[src/rtl/gpu_alu_pkg.sv]
// Shared constants, FSM state type and ALU request payload for the ALU sharing sequencer.
package gpu_alu_pkg;

    localparam logic [2:0]  FN_ADD    = 3'd0;
    localparam logic [2:0]  FN_SUB    = 3'd4;
    localparam int unsigned DIV_STEPS = 32;
    localparam int unsigned STEP_W    = 6;
    localparam int unsigned DATA_W    = 32;

    typedef enum logic [1:0] {
        IDLE = 2'd0,
        ITER = 2'd1,
        FIX  = 2'd2,
        DONE = 2'd3
    } state_t;

    typedef struct packed {
        logic [2:0]        func;
        logic [DATA_W-1:0] a;
        logic [DATA_W-1:0] b;
        logic              cin;
        logic              revsub;
        logic              dstdp31;
    } alu_op_t;

endpackage

[src/rtl/gpu_alu_arb.sv]
// Per-cycle ALU ownership between pipeline and divider, with a divider starvation guard.
module gpu_alu_arb #(
    parameter int unsigned DIV_PRIO   = 0,
    parameter int unsigned STARVE_MAX = 8
) (
    input  logic sys_clk,
    input  logic sys_rst,
    input  logic div_active,
    input  logic pipe_req,
    output logic div_owner,
    output logic pipe_gnt
);

    localparam int unsigned STARVE_W = (STARVE_MAX < 1) ? 1 : $clog2(STARVE_MAX + 1);

    logic [STARVE_W-1:0] starve;
    logic                starved;

    assign starved   = (starve == STARVE_W'(STARVE_MAX));
    assign div_owner = div_active & ((DIV_PRIO != 0) | ~pipe_req | starved);
    assign pipe_gnt  = pipe_req & ~div_owner;

    // Counts consecutive cycles the busy divider lost the ALU.
    always_ff @(posedge sys_clk) begin
        if (sys_rst) begin
            starve <= '0;
        end else if (!div_active || div_owner) begin
            starve <= '0;
        end else if (!starved) begin
            starve <= starve + STARVE_W'(1);
        end
    end

endmodule

[src/rtl/gpu_alu_seq.sv]
// Shares alu32 between one-cycle pipeline ops and a 32-step non-restoring unsigned divider.
module gpu_alu_seq
    import gpu_alu_pkg::*;
#(
    parameter int unsigned DIV_PRIO   = 0,
    parameter int unsigned STARVE_MAX = 8
) (
    input  logic        sys_clk,
    input  logic        sys_rst,
    input  logic        pipe_req,
    input  logic [2:0]  pipe_func,
    input  logic [31:0] pipe_a,
    input  logic [31:0] pipe_b,
    input  logic        pipe_cin,
    input  logic        pipe_revsub,
    input  logic        pipe_dstdp31,
    output logic        pipe_gnt,
    output logic [31:0] pipe_q,
    output logic        pipe_co,
    input  logic        div_start,
    input  logic        div_16,
    input  logic [31:0] div_dividend,
    input  logic [31:0] div_divisor,
    output logic        div_busy,
    output logic        div_done,
    output logic [31:0] div_quot,
    output logic [31:0] div_rem,
    output logic [2:0]  alu_func,
    output logic [31:0] alu_a,
    output logic [31:0] alu_b,
    output logic        alu_cin,
    output logic        alu_revsub,
    output logic        alu_dstdp31,
    input  logic [31:0] alu_q,
    input  logic        alu_co
);

    state_t            state, state_nxt;
    logic              s, s_nxt;
    logic [31:0]       r, r_nxt;
    logic [31:0]       q, q_nxt;
    logic [31:0]       d, d_nxt;
    logic [STEP_W-1:0] step, step_nxt;
    logic [31:0]       quot_nxt, rem_nxt;
    logic              busy_nxt, done_nxt;
    logic              div_active, div_owner;
    alu_op_t           pipe_op, div_op, alu_op;

    assign div_active = (state == ITER) || (state == FIX);

    gpu_alu_arb #(
        .DIV_PRIO   (DIV_PRIO),
        .STARVE_MAX (STARVE_MAX)
    ) u_arb (
        .sys_clk    (sys_clk),
        .sys_rst    (sys_rst),
        .div_active (div_active),
        .pipe_req   (pipe_req),
        .div_owner  (div_owner),
        .pipe_gnt   (pipe_gnt)
    );

    // Divider's ALU request: shift-and-add/subtract in ITER, remainder correction in FIX.
    always_comb begin
        div_op      = '0;
        div_op.func = FN_ADD;
        if (state == FIX) begin
            div_op.a = r;
            div_op.b = s ? d : '0;
        end else begin
            div_op.func = s ? FN_ADD : FN_SUB;
            div_op.a    = {r[30:0], q[31]};
            div_op.b    = d;
        end
    end

    assign pipe_op = '{func: pipe_func, a: pipe_a, b: pipe_b, cin: pipe_cin,
                       revsub: pipe_revsub, dstdp31: pipe_dstdp31};
    assign alu_op  = div_owner ? div_op : pipe_op;

    assign alu_func    = alu_op.func;
    assign alu_a       = alu_op.a;
    assign alu_b       = alu_op.b;
    assign alu_cin     = alu_op.cin;
    assign alu_revsub  = alu_op.revsub;
    assign alu_dstdp31 = alu_op.dstdp31;
    assign pipe_q      = alu_q;
    assign pipe_co     = alu_co;

    always_ff @(posedge sys_clk) begin
        if (sys_rst) begin
            state    <= IDLE;
            s        <= 1'b0;
            r        <= '0;
            q        <= '0;
            d        <= '0;
            step     <= '0;
            div_quot <= '0;
            div_rem  <= '0;
            div_busy <= 1'b0;
            div_done <= 1'b0;
        end else begin
            state    <= state_nxt;
            s        <= s_nxt;
            r        <= r_nxt;
            q        <= q_nxt;
            d        <= d_nxt;
            step     <= step_nxt;
            div_quot <= quot_nxt;
            div_rem  <= rem_nxt;
            div_busy <= busy_nxt;
            div_done <= done_nxt;
        end
    end

    // Next state; divider registers only advance on cycles the divider owns the ALU.
    always_comb begin
        state_nxt = state;
        s_nxt     = s;
        r_nxt     = r;
        q_nxt     = q;
        d_nxt     = d;
        step_nxt  = step;
        quot_nxt  = div_quot;
        rem_nxt   = div_rem;
        case (state)
            IDLE: begin
                if (div_start) begin
                    d_nxt     = div_divisor;
                    s_nxt     = 1'b0;
                    step_nxt  = '0;
                    state_nxt = ITER;
                    if (div_16) begin
                        r_nxt = {16'b0, div_dividend[31:16]};
                        q_nxt = {div_dividend[15:0], 16'b0};
                    end else begin
                        r_nxt = '0;
                        q_nxt = div_dividend;
                    end
                end
            end
            ITER: begin
                if (div_owner) begin
                    s_nxt    = s ^ alu_co;
                    r_nxt    = alu_q;
                    q_nxt    = {q[30:0], ~s_nxt};
                    step_nxt = step + STEP_W'(1);
                    if (step == STEP_W'(DIV_STEPS - 1)) begin
                        state_nxt = FIX;
                    end
                end
            end
            FIX: begin
                if (div_owner) begin
                    quot_nxt  = q;
                    rem_nxt   = alu_q;
                    state_nxt = DONE;
                end
            end
            default: state_nxt = IDLE;
        endcase
        busy_nxt = (state_nxt == ITER) || (state_nxt == FIX);
        done_nxt = (state_nxt == DONE);
    end

endmodule

[config.mk]
export PLATFORM = sky130hd
export DESIGN_NAME = gpu_alu_seq
export DESIGN_NICKNAME = d
export VERILOG_FILES = /design/src/rtl/gpu_alu_pkg.sv /design/src/rtl/gpu_alu_arb.sv /design/src/rtl/gpu_alu_seq.sv
export SDC_FILE = /design/constraint.sdc
export NUM_CORES = 1
export LEC_CHECK = 0
export ABC_CLOCK_PERIOD_IN_PS = 6000
export BUFFER_PORTS_ARGS = -buffer_cell sky130_fd_sc_hd__buf_2
export CAP_MARGIN = 15
export CORE_AREA = 2 2 133 135
export DETAILED_ROUTE_END_ITERATION = 8
export DIE_AREA = 0 0 135 137
export GPL_TIMING_DRIVEN = 0
export MAX_ROUTING_LAYER = met4
export PLACE_DENSITY = 0.81
export RECOVER_POWER = 100
export SYNTH_ARGS = -nofsm -noshare
export SYNTH_HDL_FRONTEND = slang
export SYNTH_SLANG_ARGS = --single-unit
[constraint.sdc]
create_clock -name sys_clk -period 6 [get_ports sys_clk]
set_input_delay 0.9 -clock sys_clk [delete_from_list [all_inputs] [get_ports sys_clk]]
set_output_delay 0.9 -clock sys_clk [all_outputs]
set_load 0.05 [all_outputs]
# After elaboration in Yosys (flattened, before gate mapping)
# Index checks and enable logic that the tools add are counted.
dict set report totals {
  out_inout_bits 170
  elab_cells 63
  register_bits 175
  input_bits 172
}
dict set report classes {
  mux 24
  n_addsub 2
  bitwise_logic 7
  n_eq_ne 9
  n_reduce_logical 10
}
# op count
set op_table {}
lappend op_table {{$mux W32} 6}
lappend op_table {{$pmux W32 S2} 2}
lappend op_table {{$mux W70} 1}
lappend op_table {{$mux W64} 1}
lappend op_table {{$mux W16} 1}
lappend op_table {{$mux W6} 2}
lappend op_table {{$pmux W6 S2} 1}
lappend op_table {{$mux W2} 4}
lappend op_table {{$add A6 B1 Y6 const B} 1}
lappend op_table {{$eq A2 B2 Y1 const B} 3}
lappend op_table {{$eq A6 B5 Y1 const B} 1}
lappend op_table {{$mux W3} 2}
lappend op_table {{$pmux W2 S3} 1}
lappend op_table {{$add A4 B1 Y4 const B} 1}
lappend op_table {{$eq A2 B1 Y1 const B} 2}
lappend op_table {{$eq A4 B4 Y1 const B} 1}
lappend op_table {{$ne A2 B2 Y1 const B} 2}
lappend op_table {{$reduce_and A2 Y1} 2}
lappend op_table {{$logic_or A1 B1 Y1} 3}
lappend op_table {{$not A1 Y1} 3}
lappend op_table {{$reduce_and A3 Y1} 1}
lappend op_table {{$and A1 B1 Y1} 2}
lappend op_table {{$logic_not A2 Y1} 1}
lappend op_table {{$mux W1} 2}
lappend op_table {{6 further kinds} 6}

# Longest topological paths before layout
# Gate-level depths: netlist of run 1.
dict set report logic_depth {
  ltp_word 7
  ltp_mapped 10
}

# Modules after synthesis
# A second synthesis of run 1 with hierarchy kept.
dict set report unflattened {
  cells_unflattened 1042
  hier_area_um2 8373.0
}
# module seq_area_each_um2 cells_each n_inst area_each_um2
set by_module_without_submodules {}
lappend by_module_without_submodules {gpu_alu_seq 3423.3 1021 1 8159.1}
lappend by_module_without_submodules {gpu_alu_arb 80.1 21 1 214.0}

# Worst setup path after synthesis of run 1
# OpenSTA, ideal clock, no wires.
dict set report synth_timing {
  kind {input-to-output}
  startpoint {in pipe_req}
  endpoint {out alu_a[27]}
  arrival_ns 2.803
  stages 5
  slack_ns 2.297
  t_required_ns 5.100
  path_buffers 2
  path_cell_list {nor2b_1 -> nor2_1 -> buf_2 -> buf_2 -> o21ai_0}
}
dict set report synth_between {
  elab_chain_cells 4
}
# element line
set synth_lines {}
lappend synth_lines {{start, declared} gpu_alu_seq.sv:10} ;# input logic pipe_req,
lappend synth_lines {{$not A1 Y1} gpu_alu_arb.sv:20} ;# assign div_owner = div_active & ((DIV_PRIO != 0) | ~pipe_req | starved);
lappend synth_lines {{$or A1 B1 Y1} gpu_alu_arb.sv:20}
lappend synth_lines {{$and A1 B1 Y1} gpu_alu_arb.sv:20}
lappend synth_lines {{$mux W70} gpu_alu_seq.sv:79} ;# assign alu_op = div_owner ? div_op : pipe_op;
lappend synth_lines {{end, declared} gpu_alu_seq.sv:29} ;# output logic [31:0] alu_a,
# No other way between the ends.

# Final worst setup path of run 1
dict set report layout_timing {
  startpoint {reg state[0]}
  endpoint {out alu_a[0]}
}
dict set report layout_between {
  elab_chain_cells 4
}
# element line
set layout_lines {}
lappend layout_lines {{start, declared} gpu_alu_seq.sv:38} ;# state_t state, state_nxt;
lappend layout_lines {{start signal, assigned} gpu_alu_seq.sv:103} ;# state <= state_nxt;
lappend layout_lines {{$eq A2 B1 Y1 / $eq A2 B2 Y1 (equally long branches)} {gpu_alu_seq.sv:49, gpu_alu_seq.sv:67}}
lappend layout_lines {{$logic_or A1 B1 Y1} gpu_alu_seq.sv:49} ;# assign div_active = (state == ITER) || (state == FIX);
lappend layout_lines {{$and A1 B1 Y1} gpu_alu_arb.sv:20}
lappend layout_lines {{$mux W70 (*)} gpu_alu_seq.sv:79}
# Mark *: on every way between the ends. The rest lies on a longest branch, timed or not.

==> flow_results.xml, run 1 <==
<?xml version="1.0" encoding="UTF-8"?>
<metrics>
  <group name="status">
    <metric name="run_status" unit="">finished with violations</metric>
    <metric name="violations" unit="">capacitance limit, slew limit</metric>
  </group>
  <group name="global_route">
    <metric name="grt_pass1_vias" unit="">7877</metric>
    <metric name="grt_first_pass_wirelength" unit="um">40370</metric>
    <metric name="grt-ovfl-total" unit="">0</metric>
    <metric name="global_route_usage_over_all_layers" unit="%">28.94</metric>
    <metric name="grt_antenna_before_repair" unit="">0</metric>
    <metric name="grt_start_max_net_pins" unit="">17</metric>
  </group>
  <group name="sta">
    <metric name="setup_repair_after_global_routing_missed_its_margin" unit="">false</metric>
    <metric name="period_minus_slack" unit="ns">4.749</metric>
    <metric name="layout_setup_ws" unit="ns">1.251</metric>
    <metric name="final-hold-violation-count" unit="">0</metric>
    <metric name="layout_worst_path_cycle_share" unit="%">79.15</metric>
    <metric name="timing_worst_slew_pin_value" unit="ns">1.813</metric>
    <metric name="fmax" unit="GHz">0.2106</metric>
    <metric name="tns" unit="ns">0</metric>
    <metric name="slew_limit_headroom" unit="%">-22.17</metric>
    <metric name="setup_violations" unit="">0</metric>
    <metric name="clock_skew" unit="ns">0.007374</metric>
    <metric name="report.final.slew_viol_count" unit="">11</metric>
  </group>
  <group name="logic_synthesis">
    <metric name="synth-xor-area-share" unit="%">0.4248</metric>
    <metric name="synth_seq_area_share" unit="%">42.48</metric>
    <metric name="ys.warnings.count" unit="">0</metric>
    <metric name="post_synthesis_compound_gate_area_fraction" unit="%">16.61</metric>
    <metric name="synth_flop_type" unit="">sky130_fd_sc_hd__dfxtp_1</metric>
    <metric name="synth_fa_ha_area_share" unit="%">1.365</metric>
    <metric name="synth-simple-area-share" unit="%">24.78</metric>
    <metric name="synth_area" unit="sq um">8247</metric>
    <metric name="post_synth.cell_area_avg" unit="sq um">7.531</metric>
    <metric name="postSynthCellCount" unit="">1095</metric>
    <metric name="muxShareOfSynthArea" unit="%">5.963</metric>
    <metric name="asyncSetResetFlopFracSynth" unit="%">0</metric>
    <metric name="syn_nets" unit="">1276</metric>
    <metric name="yosysUniqueCellTypes" unit="">40</metric>
    <metric name="synth_top_family_by_area" unit="">simple AND/OR/NAND/NOR gates</metric>
    <metric name="synth_edf_count" unit="">0</metric>
    <metric name="synth-seq-cells" unit="">175</metric>
  </group>
  <group name="detailed_routing">
    <metric name="drcViolationCount" unit="">0</metric>
    <metric name="via_per_inst" unit="">5.235</metric>
    <metric name="drt-wirelength-per-cell" unit="um">16.18</metric>
    <metric name="drt_first_pass_iters" unit="">5</metric>
    <metric name="drt_iter0_drc" unit="">605</metric>
    <metric name="vias" unit="">8847</metric>
    <metric name="ant_nets" unit="">0</metric>
    <metric name="routed_wirelength" unit="um">27350</metric>
  </group>
  <group name="worst_hold_path">
    <metric name="holdCritPathClass" unit="">reg -&gt; reg</metric>
    <metric name="min_delay_path_depth" unit="">2</metric>
  </group>
  <group name="floorplanning">
    <metric name="design.core.area" unit="sq um">17060</metric>
    <metric name="die_width" unit="um">135</metric>
    <metric name="i_o_pins" unit="">342</metric>
    <metric name="fp-row-count" unit="">48</metric>
    <metric name="die_area" unit="sq um">18500</metric>
    <metric name="die-height" unit="um">137</metric>
    <metric name="start_util" unit="%">48.35</metric>
  </group>
  <group name="flow_run">
    <metric name="cap_viol_max_count" unit="">1</metric>
  </group>
  <group name="power">
    <metric name="pwr_density" unit="nW/um^2">296.7</metric>
    <metric name="vdd_ir_drop_max" unit="mV">0.2126</metric>
    <metric name="p_leak" unit="nW">4.256</metric>
  </group>
  <group name="clock_network">
    <metric name="cts_root_buf" unit="">sky130_fd_sc_hd__clkbuf_16</metric>
    <metric name="cts_max_path_buffers" unit="">2</metric>
    <metric name="htreeDepth" unit="">4</metric>
    <metric name="cts_buffers" unit="">17</metric>
    <metric name="cts_tree" unit="">done</metric>
    <metric name="post_cts_hold_buffer_count" unit="">0</metric>
    <metric name="post_cts_setup_buffer_count" unit="">0</metric>
    <metric name="cts.repair.resized" unit="">0</metric>
    <metric name="worst_skew_pair.late_latency" unit="ns">0.43</metric>
    <metric name="cts_sinks" unit="">175</metric>
    <metric name="clk_transition_reported_paths" unit="ns">0.06</metric>
  </group>
  <group name="worst_setup_path">
    <metric name="arrival" unit="ns">3.85</metric>
    <metric name="r2r_start" unit="">state[0]</metric>
    <metric name="reg2regPathDepth" unit="">8</metric>
    <metric name="worstPathCellList" unit="">inv_1, ha_1, and4b_1, clkbuf_1, nor2_1, clkbuf_1, clkbuf_1, nand2_1, o21ai_0, clkbuf_1</metric>
    <metric name="max_stage_delay" unit="ns">0.63</metric>
    <metric name="critical_path.startpoint" unit="">state[0]</metric>
    <metric name="cp-end-kind" unit="">primary output</metric>
    <metric name="setup.worst_path.class" unit="">reg -&gt; out</metric>
    <metric name="worstPathMaxFanout" unit="">10</metric>
    <metric name="timing.critical_path.to" unit="">alu_a[0]</metric>
    <metric name="setup_slack_of_the_most_critical_reg_to_reg_path" unit="ns">2.49</metric>
    <metric name="cpMaxStageDelayCell" unit="">sky130_fd_sc_hd__clkbuf_1</metric>
    <metric name="r2r-end" unit="">div_rem[20]</metric>
    <metric name="worst_ep_required_time" unit="ns">5.10</metric>
    <metric name="critPathLaunchType" unit="">register</metric>
    <metric name="crit_top_cell" unit="">sky130_fd_sc_hd__clkbuf_1</metric>
  </group>
  <group name="placement">
    <metric name="place_inst" unit="">1659</metric>
    <metric name="setup_ws_pre_cts" unit="ns">2.349</metric>
    <metric name="detailedPlacementHpwl" unit="um">21100</metric>
    <metric name="io_buffers" unit="">339</metric>
    <metric name="gp_congestion" unit="">0.9161</metric>
  </group>
  <group name="cells_and_area">
    <metric name="diodes" unit="">0</metric>
    <metric name="final_nets" unit="">1634</metric>
    <metric name="final_layout_size_suffix_gt1_share" unit="%">17.54</metric>
    <metric name="areaGrowthSynthToFinish" unit="%">28.31</metric>
    <metric name="final_non_filler_cell_total" unit="">1690</metric>
  </group>
</metrics>
==> metrics by stage <==
step	hold slack (ns)	utilization [%]	power [mW]	area, sq um
after floorplan	0.4297	-	1.769	8247
after global placement	0.4386	59.95	1.980	10220
after detailed placement	0.4455	59.95	1.990	10220
after CTS	0.4543	63.64	3.165	10860
after global routing	0.4723	62.04	3.253	10580
final	0.4544	62.04	3.140	10580
==> worst min path at each step <==
stage | start | end | slack [ns]
6_report | div_quot[10] | div_quot[10] | 0.45
5_1_grt | div_rem[18] | div_rem[18] | 0.47
4_1_cts | div_rem[17] | div_rem[17] | 0.45
3_5_place_dp | div_rem[17] | div_rem[17] | 0.45
3_3_place_gp | div_rem[2] | div_rem[2] | 0.44
2_1_floorplan | u_arb.starve[0] | u_arb.starve[0] | 0.43
==> report_power, final <==
part / switching, mW / leakage (nW) / internal (mW)
Clock: 0.459 / 0.299 / 0.729
Sequential: 0.0527 / 1.43 / 1.23
Combinational: 0.480 / 2.53 / 0.191
==> registers in the layout (all words and copies together), names as in the netlist <==
| register | count |
|---|---|
| d | 32 |
| div_done | 1 |
| state | 2 |
| u_arb.starve | 4 |
| div_busy | 1 |
| q | 32 |
| r | 32 |
| step | 6 |
| div_rem | 32 |
| s | 1 |
| div_quot | 32 |
==> critical path, delay by kind of cell (launching register included) <==
kind	cells	cell delay [ns]
compound gates	1	0.13
simple gates	3	0.58
buf+inv	5	1.93
flops	1	0.42
fa+ha+maj	1	0.36
==> metal layers <==
| metal | track usage, % | wire (um) | share of wire, % |
|---|---|---|---|
| met1 | 34.94 | 11550 | 42 |
| met2 | 48.93 | 13220 | 48 |
| met3 | 5.185 | 1850 | 6.8 |
| met4 | 9.954 | 731 | 2.7 |
| met5 | - | 0 | 0 |
==> cells by family (layout without fill, tap and decap cells) <==
logic type | count (synthesis) | count (layout)
simple gates | 499 | 499
compound gates | 231 | 231
mux | 49 | 49
xor+xnor | 4 | 4
flops | 175 | 175
fa+ha+maj | 9 | 9
buf+inv | 128 | 498
==> layout by cell type (no fill, tap or decap), types with 6 or more instances in the layout <==
cell,instances
sky130_fd_sc_hd__ha_1,9
sky130_fd_sc_hd__buf_1,6
sky130_fd_sc_hd__dfxtp_1,175
sky130_fd_sc_hd__mux2i_1,48
sky130_fd_sc_hd__nor3_1,35
sky130_fd_sc_hd__nand2_1,358
sky130_fd_sc_hd__a21oi_1,134
sky130_fd_sc_hd__inv_1,6
sky130_fd_sc_hd__o211ai_1,18
sky130_fd_sc_hd__buf_2,188
sky130_fd_sc_hd__clkbuf_1,228
sky130_fd_sc_hd__nor2b_1,8
sky130_fd_sc_hd__clkbuf_16,17
sky130_fd_sc_hd__nand3_1,38
sky130_fd_sc_hd__o21ai_0,38
sky130_fd_sc_hd__buf_4,40
sky130_fd_sc_hd__a221oi_1,31
sky130_fd_sc_hd__nor2_1,40
==> layout make-up <==
type	instances	area, sq um
fill	1663	6475
multi-input combinational	792	4028
timing repair buffer	339	1494
sequential	175	3503
clock inverter	9	156.4
clock buffer	22	474.2
buffer	121	618.1
inverter	7	26.28
tap	225	281.5
==> synthesized netlist by cell type (3+ instances only) <==
library cell	count	area share [%]
sky130_fd_sc_hd__clkbuf_1	39	1.8
sky130_fd_sc_hd__nand2b_1	3	0.23
sky130_fd_sc_hd__buf_2	33	2.0
sky130_fd_sc_hd__inv_1	6	0.27
sky130_fd_sc_hd__a221oi_1	31	3.3
sky130_fd_sc_hd__nor2_1	40	1.8
sky130_fd_sc_hd__and2_1	6	0.46
sky130_fd_sc_hd__nor2b_1	8	0.61
sky130_fd_sc_hd__a21oi_1	134	8.1
sky130_fd_sc_hd__ha_1	9	1.4
sky130_fd_sc_hd__buf_4	41	3.7
sky130_fd_sc_hd__nand2_1	358	16
sky130_fd_sc_hd__nand3_1	38	2.3
sky130_fd_sc_hd__o211ai_1	17	1.5
sky130_fd_sc_hd__buf_1	6	0.27
sky130_fd_sc_hd__o21ai_0	37	2.2
sky130_fd_sc_hd__dfxtp_1	175	42
sky130_fd_sc_hd__or3_1	5	0.38
sky130_fd_sc_hd__xnor2_1	3	0.32
sky130_fd_sc_hd__mux2i_1	48	5.8
sky130_fd_sc_hd__nor3_1	35	2.1
No activity file was read; power rests on OpenSTA's default activity.
==> inputs of run 2 (changes only) <==
--- a/config.mk
+++ b/config.mk
@@ -5,15 +5,16 @@
 export SDC_FILE = /design/constraint.sdc
 export NUM_CORES = 1
 export LEC_CHECK = 0
-export ABC_CLOCK_PERIOD_IN_PS = 6000
+export ABC_AREA = 1
+export ABC_CLOCK_PERIOD_IN_PS = 3900
 export BUFFER_PORTS_ARGS = -buffer_cell sky130_fd_sc_hd__buf_2
 export CAP_MARGIN = 15
-export CORE_AREA = 2 2 133 135
+export CORE_MARGIN = 2
+export CORE_UTILIZATION = 44
 export DETAILED_ROUTE_END_ITERATION = 8
-export DIE_AREA = 0 0 135 137
 export GPL_TIMING_DRIVEN = 0
 export MAX_ROUTING_LAYER = met4
-export PLACE_DENSITY = 0.81
+export PLACE_DENSITY = 0.77
 export RECOVER_POWER = 100
 export SYNTH_ARGS = -nofsm -noshare
 export SYNTH_HDL_FRONTEND = slang
==> constraint.sdc (replaced) <==
create_clock -name sys_clk -period 3.9 [get_ports sys_clk]
set_input_delay 0.585 -clock sys_clk [delete_from_list [all_inputs] [get_ports sys_clk]]
set_output_delay 0.585 -clock sys_clk [all_outputs]
set_load 0.05 [all_outputs]
==> run 2 against run 1 <==
The run now ends clean; routed wire length up 7.4%; power up 56%; die area up 10%; global-route usage down 0.24 points; sequential share of layout area down 0.91 points.
==> flow_results.xml, run 2 <==
<?xml version="1.0" encoding="UTF-8"?>
<metrics>
  <group name="logic_synthesis">
    <metric name="syn_nets" unit="">1436</metric>
    <metric name="ys.warnings.count" unit="">0</metric>
    <metric name="synth_top_cells_by_area" unit="">sky130_fd_sc_hd__dfxtp_1 41%, sky130_fd_sc_hd__nand2_1 12%, sky130_fd_sc_hd__nor2_1 11%</metric>
    <metric name="synth_flop_type" unit="">sky130_fd_sc_hd__dfxtp_1</metric>
    <metric name="post_synth.cell_area_avg" unit="sq um">6.755</metric>
    <metric name="synthMostInstantiatedCell" unit="">sky130_fd_sc_hd__nand2_1</metric>
    <metric name="synth_edf_count" unit="">0</metric>
    <metric name="synth_seq_area_share" unit="%">41.32</metric>
    <metric name="asyncSetResetFlopFracSynth" unit="%">0</metric>
    <metric name="synth-seq-cells" unit="">175</metric>
    <metric name="post-synth-top-area-cell" unit="">sky130_fd_sc_hd__dfxtp_1</metric>
    <metric name="synth_area" unit="sq um">8478</metric>
    <metric name="postSynthCellCount" unit="">1255</metric>
    <metric name="yosysUniqueCellTypes" unit="">31</metric>
    <metric name="post_synth_top_area_share" unit="%">41.32</metric>
    <metric name="ys_top_cells_by_count" unit="">266 x sky130_fd_sc_hd__nand2_1, 242 x sky130_fd_sc_hd__nor2_1, 175 x sky130_fd_sc_hd__dfxtp_1</metric>
  </group>
  <group name="global_route">
    <metric name="global_route_usage_over_all_layers" unit="%">28.70</metric>
    <metric name="grt_antenna_before_repair" unit="">1</metric>
    <metric name="grt_start_max_net_pins" unit="">17</metric>
    <metric name="grt_pass1_vias" unit="">8732</metric>
    <metric name="grt-ovfl-total" unit="">0</metric>
    <metric name="grt_first_pass_wirelength" unit="um">44570</metric>
  </group>
  <group name="cells_and_area">
    <metric name="footprint_of_the_multi_input_gates" unit="sq um">4013</metric>
    <metric name="final_nets" unit="">1795</metric>
    <metric name="seqCellArea" unit="sq um">3503</metric>
    <metric name="final_layout_size_suffix_gt1_share" unit="%">17.82</metric>
    <metric name="most-common-layout-cells" unit="">268 x sky130_fd_sc_hd__nand2_1, 242 x sky130_fd_sc_hd__nor2_1, 217 x sky130_fd_sc_hd__clkbuf_1, 201 x sky130_fd_sc_hd__buf_2, 175 x sky130_fd_sc_hd__dfxtp_1</metric>
    <metric name="post-route-cell-area" unit="sq um">10880</metric>
    <metric name="commonest_non_fill_non_tap_cell_in_the_layout" unit="">sky130_fd_sc_hd__nand2_1</metric>
    <metric name="areaGrowthSynthToFinish" unit="%">28.33</metric>
    <metric name="nFillCells" unit="">1924</metric>
  </group>
  <group name="worst_setup_path">
    <metric name="critPathLaunchType" unit="">register</metric>
    <metric name="worst_ep_required_time" unit="ns">3.31</metric>
    <metric name="worstPathMaxFanout" unit="">10</metric>
    <metric name="setup.worst_path.class" unit="">reg -&gt; out</metric>
    <metric name="arrival" unit="ns">2.95</metric>
    <metric name="r2r-end" unit="">div_busy</metric>
    <metric name="cp-end-kind" unit="">primary output</metric>
    <metric name="max_stage_delay" unit="ns">0.51</metric>
    <metric name="cpMaxStageDelayCell" unit="">sky130_fd_sc_hd__clkbuf_1</metric>
    <metric name="setup_slack_of_the_most_critical_reg_to_reg_path" unit="ns">1.06</metric>
    <metric name="r2r_start" unit="">state[0]</metric>
    <metric name="reg2regPathDepth" unit="">14</metric>
    <metric name="worstPathCellList" unit="">inv_1, ha_1, nand2_1, clkbuf_1, buf_2, nand2_1, o21ai_0, clkbuf_1</metric>
  </group>
  <group name="flow_run">
    <metric name="cap_viol_max_count" unit="">0</metric>
  </group>
  <group name="clock_network">
    <metric name="cts_sinks" unit="">175</metric>
    <metric name="post_cts_setup_buffer_count" unit="">0</metric>
    <metric name="cts_buffers" unit="">17</metric>
    <metric name="cts_root_buf" unit="">sky130_fd_sc_hd__clkbuf_16</metric>
    <metric name="worst_skew_pair.late_latency" unit="ns">0.43</metric>
    <metric name="cts_tree" unit="">done</metric>
    <metric name="post_cts_hold_buffer_count" unit="">0</metric>
    <metric name="cts_max_path_buffers" unit="">2</metric>
    <metric name="clk_transition_reported_paths" unit="ns">0.07</metric>
    <metric name="cts.repair.resized" unit="">0</metric>
    <metric name="htreeDepth" unit="">4</metric>
  </group>
  <group name="floorplanning">
    <metric name="die_width" unit="um">142.8</metric>
    <metric name="die_area" unit="sq um">20390</metric>
    <metric name="i_o_pins" unit="">342</metric>
    <metric name="fp-row-count" unit="">50</metric>
    <metric name="start_util" unit="%">45.02</metric>
    <metric name="design.core.area" unit="sq um">18830</metric>
    <metric name="die-height" unit="um">142.8</metric>
  </group>
  <group name="sta">
    <metric name="report.final.slew_viol_count" unit="">0</metric>
    <metric name="final-hold-violation-count" unit="">0</metric>
    <metric name="timing_worst_slew_pin_value" unit="ns">0.7917</metric>
    <metric name="slew_limit_headroom" unit="%">47.22</metric>
    <metric name="setup_violations" unit="">0</metric>
    <metric name="clock_skew" unit="ns">0.007326</metric>
    <metric name="tns" unit="ns">0</metric>
    <metric name="setup_repair_after_global_routing_missed_its_margin" unit="">false</metric>
    <metric name="period_minus_slack" unit="ns">3.538</metric>
    <metric name="fmax" unit="GHz">0.2826</metric>
    <metric name="layout_worst_path_cycle_share" unit="%">90.72</metric>
  </group>
  <group name="detailed_routing">
    <metric name="drt_first_pass_iters" unit="">5</metric>
    <metric name="vias" unit="">9721</metric>
    <metric name="drt_iter0_drc" unit="">592</metric>
    <metric name="via_per_inst" unit="">5.146</metric>
    <metric name="drcViolationCount" unit="">0</metric>
    <metric name="ant_nets" unit="">0</metric>
    <metric name="routed_wirelength" unit="um">29360</metric>
    <metric name="drt-wirelength-per-cell" unit="um">15.54</metric>
  </group>
  <group name="power">
    <metric name="share_of_power_burned_in_the_clock_network" unit="%">37.7</metric>
    <metric name="p_leak" unit="nW">4.571</metric>
    <metric name="combinationalPowerShare" unit="%">21.8</metric>
    <metric name="p_sw_share" unit="%">33.03</metric>
    <metric name="power.sequential.fraction" unit="%">40.5</metric>
    <metric name="pwr_density" unit="nW/um^2">450.4</metric>
    <metric name="power.total" unit="mW">4.901</metric>
    <metric name="vdd_ir_drop_max" unit="mV">0.3445</metric>
    <metric name="power.net_switching" unit="mW">1.619</metric>
    <metric name="internal_power" unit="mW">3.282</metric>
  </group>
  <group name="worst_hold_path">
    <metric name="hold_endpoint" unit="">d[13]</metric>
    <metric name="holdCritPathClass" unit="">in -&gt; reg</metric>
    <metric name="hold_path_startpoint" unit="">div_divisor[13]</metric>
    <metric name="min_delay_path_depth" unit="">3</metric>
  </group>
  <group name="placement">
    <metric name="detailed_place.area" unit="sq um">10510</metric>
    <metric name="io_buffers" unit="">340</metric>
    <metric name="gp_congestion" unit="">0.9293</metric>
    <metric name="detailedPlacementHpwl" unit="um">22310</metric>
  </group>
  <group name="status">
    <metric name="run_status" unit="">finished, final reports clean</metric>
  </group>
</metrics>
[run 2: cell count changes in the layout (fill, tap and decap cells not counted), moves of 12 or more]
cell / change
sky130_fd_sc_hd__a21oi_1: -60
sky130_fd_sc_hd__a221oi_1: -31
sky130_fd_sc_hd__buf_2: +13
sky130_fd_sc_hd__o221ai_1: +16
sky130_fd_sc_hd__a31oi_1: +30
sky130_fd_sc_hd__inv_1: +52
sky130_fd_sc_hd__o21ai_0: +126
sky130_fd_sc_hd__o211ai_1: -18
sky130_fd_sc_hd__nand2_1: -90
sky130_fd_sc_hd__mux2i_1: -48
sky130_fd_sc_hd__clkbuf_2: +12
sky130_fd_sc_hd__nor2_1: +202
sky130_fd_sc_hd__nor3_1: -33
sky130_fd_sc_hd__nand3_1: +33
[run 2: worst max path at each step]
| stage | end | slack [ns] | from |
|---|---|---|---|
| after floorplan | alu_b[10] | 0.97 | state[0] |
| after global placement | alu_b[10] | 1.14 | state[0] |
| after detailed placement | alu_a[18] | 1.11 | state[0] |
| after CTS | alu_a[18] | 0.65 | state[0] |
| after global routing | alu_b[13] | 0.21 | state[0] |
| final | alu_b[13] | 0.36 | state[0] |
[run 2: power groups by stage]
stage / logic (mW) / registers, mW / clock network, mW
3_3_place_gp: 1.07 / 2.02 / 0
5_1_grt: 1.17 / 2.00 / 1.93
4_1_cts: 1.09 / 1.98 / 1.87
6_report: 1.07 / 1.98 / 1.85
3_5_place_dp: 1.08 / 2.02 / 0
2_1_floorplan: 0.773 / 2.00 / 0
[run 2: per-stage QoR]
step,hold slack (ns),utilization [%],setup WS [ns],cells
3_5_place_dp,0.4480,55.79,1.113,1855
3_3_place_gp,0.4429,55.79,1.143,1855
2_1_floorplan,0.4297,-,0.9726,1255
6_report,0.4069,57.78,0.3618,1889
4_1_cts,0.3879,59.15,0.6463,1887
5_1_grt,0.3953,57.77,0.2138,1888
[run 2: cells by family after synthesis]
kind of cell / count (synthesis) / synth area share [%]
compound gates: 289 / 18.34
xor+xnor: 1 / 0.1033
fa+ha+maj: 9 / 1.328
buf+inv: 189 / 11.13
flops: 175 / 41.32
simple gates: 592 / 27.77
[run 2: cell type report]
class | count | share of cell area (%)
Inverter | 61 | 2.127
Clock buffer | 17 | 3.910
Multi-Input combinational cell | 891 | 36.88
Timing Repair Buffer | 340 | 14.01
Antenna cell | 2 | 0.04600
Sequential cell | 175 | 32.20
Buffer | 128 | 5.934
Clock inverter | 15 | 1.909
Tap cell | 260 | 2.990
[run 2: critical path: cells and delay by family, from the launching register on]
kind                     cells  cell delay (ns)
AO/OA/AOI/OAI                1             0.07
adder cells (fa/ha/maj)      1             0.34
buffers and inverters        4             1.42
flip-flops                   1             0.38
AND/OR/NAND/NOR              2             0.31
[run 2: per-layer routing]
layer / GRT usage (%) / part of all wire, %
met2: 46.31 / 47
met3: 4.896 / 6.6
met5: - / 0
met1: 36.04 / 43
met4: 11.15 / 3.0
==> inputs of run 3 (changes only) <==
--- a/config.mk
+++ b/config.mk
@@ -14,7 +14,7 @@
 export DETAILED_ROUTE_END_ITERATION = 8
 export GPL_TIMING_DRIVEN = 0
 export MAX_ROUTING_LAYER = met4
-export PLACE_DENSITY = 0.77
+export PLACE_DENSITY = 0.88
 export RECOVER_POWER = 100
 export SYNTH_ARGS = -nofsm -noshare
 export SYNTH_HDL_FRONTEND = slang
==> run 3 against run 2 <==
First-iteration DRC count is 53% higher; via count down 0.15%; hold slack got worse by 0.00057 ns; power down 3.5%; cell area fell by 0.18%; fmax increased by 1.1%; routed wire length is 0.45% lower; non-clock buffer count is the same; clock skew is 0.0038 ns higher; worst setup slack improved by 0.039 ns.
==> flow_results.xml, run 3 (synthesis gave the netlist of run 2 again) <==
<?xml version="1.0" encoding="UTF-8"?>
<metrics>
  <group name="status">
    <metric name="run_status" unit="">finished, final reports clean</metric>
  </group>
  <group name="worst_setup_path">
    <metric name="reg2regPathDepth" unit="">10</metric>
    <metric name="arrival" unit="ns">2.91</metric>
    <metric name="setup.worst_path.class" unit="">reg -&gt; out</metric>
    <metric name="critical_path.startpoint" unit="">state[0]</metric>
    <metric name="r2r-end" unit="">q[9]</metric>
    <metric name="cp-end-kind" unit="">primary output</metric>
    <metric name="setup_slack_of_the_most_critical_reg_to_reg_path" unit="ns">1.02</metric>
    <metric name="worstPathMaxFanout" unit="">10</metric>
    <metric name="r2r_start" unit="">state[1]</metric>
    <metric name="worst_ep_required_time" unit="ns">3.31</metric>
    <metric name="critPathLaunchType" unit="">register</metric>
    <metric name="timing.critical_path.to" unit="">alu_a[8]</metric>
  </group>
  <group name="worst_hold_path">
    <metric name="min_delay_path_depth" unit="">3</metric>
    <metric name="holdCritPathClass" unit="">in -&gt; reg</metric>
  </group>
  <group name="sta">
    <metric name="clock_skew" unit="ns">0.01109</metric>
    <metric name="setup_repair_after_global_routing_missed_its_margin" unit="">false</metric>
    <metric name="tns" unit="ns">0</metric>
    <metric name="report.final.slew_viol_count" unit="">0</metric>
    <metric name="final-hold-violation-count" unit="">0</metric>
    <metric name="fmax" unit="GHz">0.2858</metric>
    <metric name="timing_worst_slew_pin_value" unit="ns">0.7634</metric>
    <metric name="period_minus_slack" unit="ns">3.499</metric>
    <metric name="slew_limit_headroom" unit="%">49.11</metric>
    <metric name="layout_worst_path_cycle_share" unit="%">89.72</metric>
    <metric name="setup_violations" unit="">0</metric>
  </group>
  <group name="clock_network">
    <metric name="cts_sinks" unit="">175</metric>
    <metric name="cts_buffers" unit="">17</metric>
    <metric name="htreeDepth" unit="">4</metric>
    <metric name="cts_max_path_buffers" unit="">2</metric>
    <metric name="cts.repair.resized" unit="">0</metric>
    <metric name="cts_tree" unit="">done</metric>
    <metric name="clk_transition_reported_paths" unit="ns">0.07</metric>
    <metric name="post_cts_hold_buffer_count" unit="">0</metric>
    <metric name="post_cts_setup_buffer_count" unit="">0</metric>
    <metric name="worst_skew_pair.late_latency" unit="ns">0.43</metric>
    <metric name="cts_root_buf" unit="">sky130_fd_sc_hd__clkbuf_16</metric>
  </group>
  <group name="global_route">
    <metric name="grt_first_pass_wirelength" unit="um">44140</metric>
    <metric name="grt_antenna_before_repair" unit="">1</metric>
    <metric name="global_route_usage_over_all_layers" unit="%">28.42</metric>
    <metric name="grt_start_max_net_pins" unit="">17</metric>
    <metric name="grt_pass1_vias" unit="">8741</metric>
    <metric name="grt-ovfl-total" unit="">0</metric>
  </group>
  <group name="detailed_routing">
    <metric name="routed_wirelength" unit="um">29230</metric>
    <metric name="ant_nets" unit="">0</metric>
    <metric name="drt_iter0_drc" unit="">906</metric>
    <metric name="drt_first_pass_iters" unit="">5</metric>
    <metric name="vias" unit="">9706</metric>
    <metric name="via_per_inst" unit="">5.141</metric>
    <metric name="drcViolationCount" unit="">0</metric>
    <metric name="drt-wirelength-per-cell" unit="um">15.48</metric>
  </group>
  <group name="cells_and_area">
    <metric name="final_non_filler_cell_total" unit="">1888</metric>
    <metric name="nFillCells" unit="">1840</metric>
    <metric name="commonest_non_fill_non_tap_cell_in_the_layout" unit="">sky130_fd_sc_hd__nand2_1</metric>
    <metric name="most-common-layout-cells" unit="">267 x sky130_fd_sc_hd__nand2_1, 242 x sky130_fd_sc_hd__nor2_1, 235 x sky130_fd_sc_hd__buf_2, 186 x sky130_fd_sc_hd__clkbuf_1, 175 x sky130_fd_sc_hd__dfxtp_1</metric>
    <metric name="final_layout_size_suffix_gt1_share" unit="%">19.79</metric>
    <metric name="footprint_of_the_multi_input_gates" unit="sq um">4020</metric>
    <metric name="seqCellArea" unit="sq um">3503</metric>
    <metric name="final_nets" unit="">1795</metric>
    <metric name="areaGrowthSynthToFinish" unit="%">28.10</metric>
  </group>
  <group name="power">
    <metric name="pwr_density" unit="nW/um^2">435.3</metric>
    <metric name="p_leak" unit="nW">4.632</metric>
    <metric name="vdd_ir_drop_max" unit="mV">0.3022</metric>
  </group>
  <group name="floorplanning">
    <metric name="die_area" unit="sq um">20390</metric>
    <metric name="fp-row-count" unit="">50</metric>
    <metric name="die-height" unit="um">142.8</metric>
    <metric name="design.core.area" unit="sq um">18830</metric>
    <metric name="start_util" unit="%">45.02</metric>
    <metric name="die_width" unit="um">142.8</metric>
    <metric name="i_o_pins" unit="">342</metric>
  </group>
  <group name="placement">
    <metric name="gp_congestion" unit="">0.9399</metric>
    <metric name="place_inst" unit="">1855</metric>
    <metric name="detailedPlacementHpwl" unit="um">22400</metric>
    <metric name="io_buffers" unit="">340</metric>
  </group>
  <group name="flow_run">
    <metric name="cap_viol_max_count" unit="">0</metric>
  </group>
</metrics>
==> run 3: cell count changes in the layout (fill, tap and decap cells not counted), sizes merged <==
cell      previous run  this run
clkinvlp             3         2
clkinv               4         7
diode                2         1
bufinv               4         1
clkbuf             246       213
buf                239       273
==> run 3: layer usage <==
layer / share of wire, % / routed length, um / global-route usage, % / vias up
li1: - / - / - / 4768
met1: 42 / 12250 / 34.90 / 4393
met2: 48 / 13900 / 46.36 / 465
met3: 7.3 / 2137 / 4.963 / 80
met4: 3.2 / 939 / 11.78 / 0
met5: 0 / 0 / - / -
==> run 3: stage by stage <==
stage / power, mW / hold WS (ns) / instance area (sq um) / util (%) / worst slack (ns)
after global routing: 4.926 / 0.4105 / 10860 / 57.67 / 0.2276
after global placement: 3.088 / 0.4443 / 10510 / 55.79 / 1.100
after CTS: 4.746 / 0.3927 / 11070 / 58.81 / 0.6226
after floorplan: 2.769 / 0.4297 / 8478 / - / 0.9726
after detailed placement: 3.110 / 0.4476 / 10510 / 55.79 / 1.089
final: 4.728 / 0.4063 / 10860 / 57.67 / 0.4009
==> run 3: final cells by class <==
class	instances	area share (%)
Antenna cell	1	0.02304
Buffer	128	5.968
Clock buffer	18	4.044
Clock inverter	14	1.198
Inverter	61	2.131
Multi-Input combinational cell	891	37.02
Sequential cell	175	32.26
Tap cell	260	2.995
Timing Repair Buffer	340	14.37
==> run 3: worst max-delay path, cell delays in order (launching register included) <==
cell and delay, ns:
sky130_fd_sc_hd__dfxtp_1 0.38, sky130_fd_sc_hd__inv_1 0.11, sky130_fd_sc_hd__ha_1 0.21, sky130_fd_sc_hd__clkbuf_1 0.28
sky130_fd_sc_hd__inv_1 0.34, sky130_fd_sc_hd__clkbuf_1 0.37, sky130_fd_sc_hd__nand2_1 0.11, sky130_fd_sc_hd__a31oi_1 0.20
sky130_fd_sc_hd__clkbuf_1 0.49
==> run 3: worst min-delay path by stage <==
| stage | from | to | slack, ns |
|---|---|---|---|
| finish | div_divisor[19] | d[19] | 0.41 |
| CTS | div_divisor[13] | d[13] | 0.39 |
| global route | div_divisor[11] | d[11] | 0.41 |
| floorplan | u_arb.starve[0] | u_arb.starve[0] | 0.43 |
| detailed placement | div_rem[19] | div_rem[19] | 0.45 |
| global placement | div_rem[22] | div_rem[22] | 0.44 |
==> run 3: power by group <==
group,switching [mW],internal [mW],total (mW)
sequential,0.0894,1.90,1.99
combinational,0.771,0.311,1.08
clock,0.752,0.906,1.66
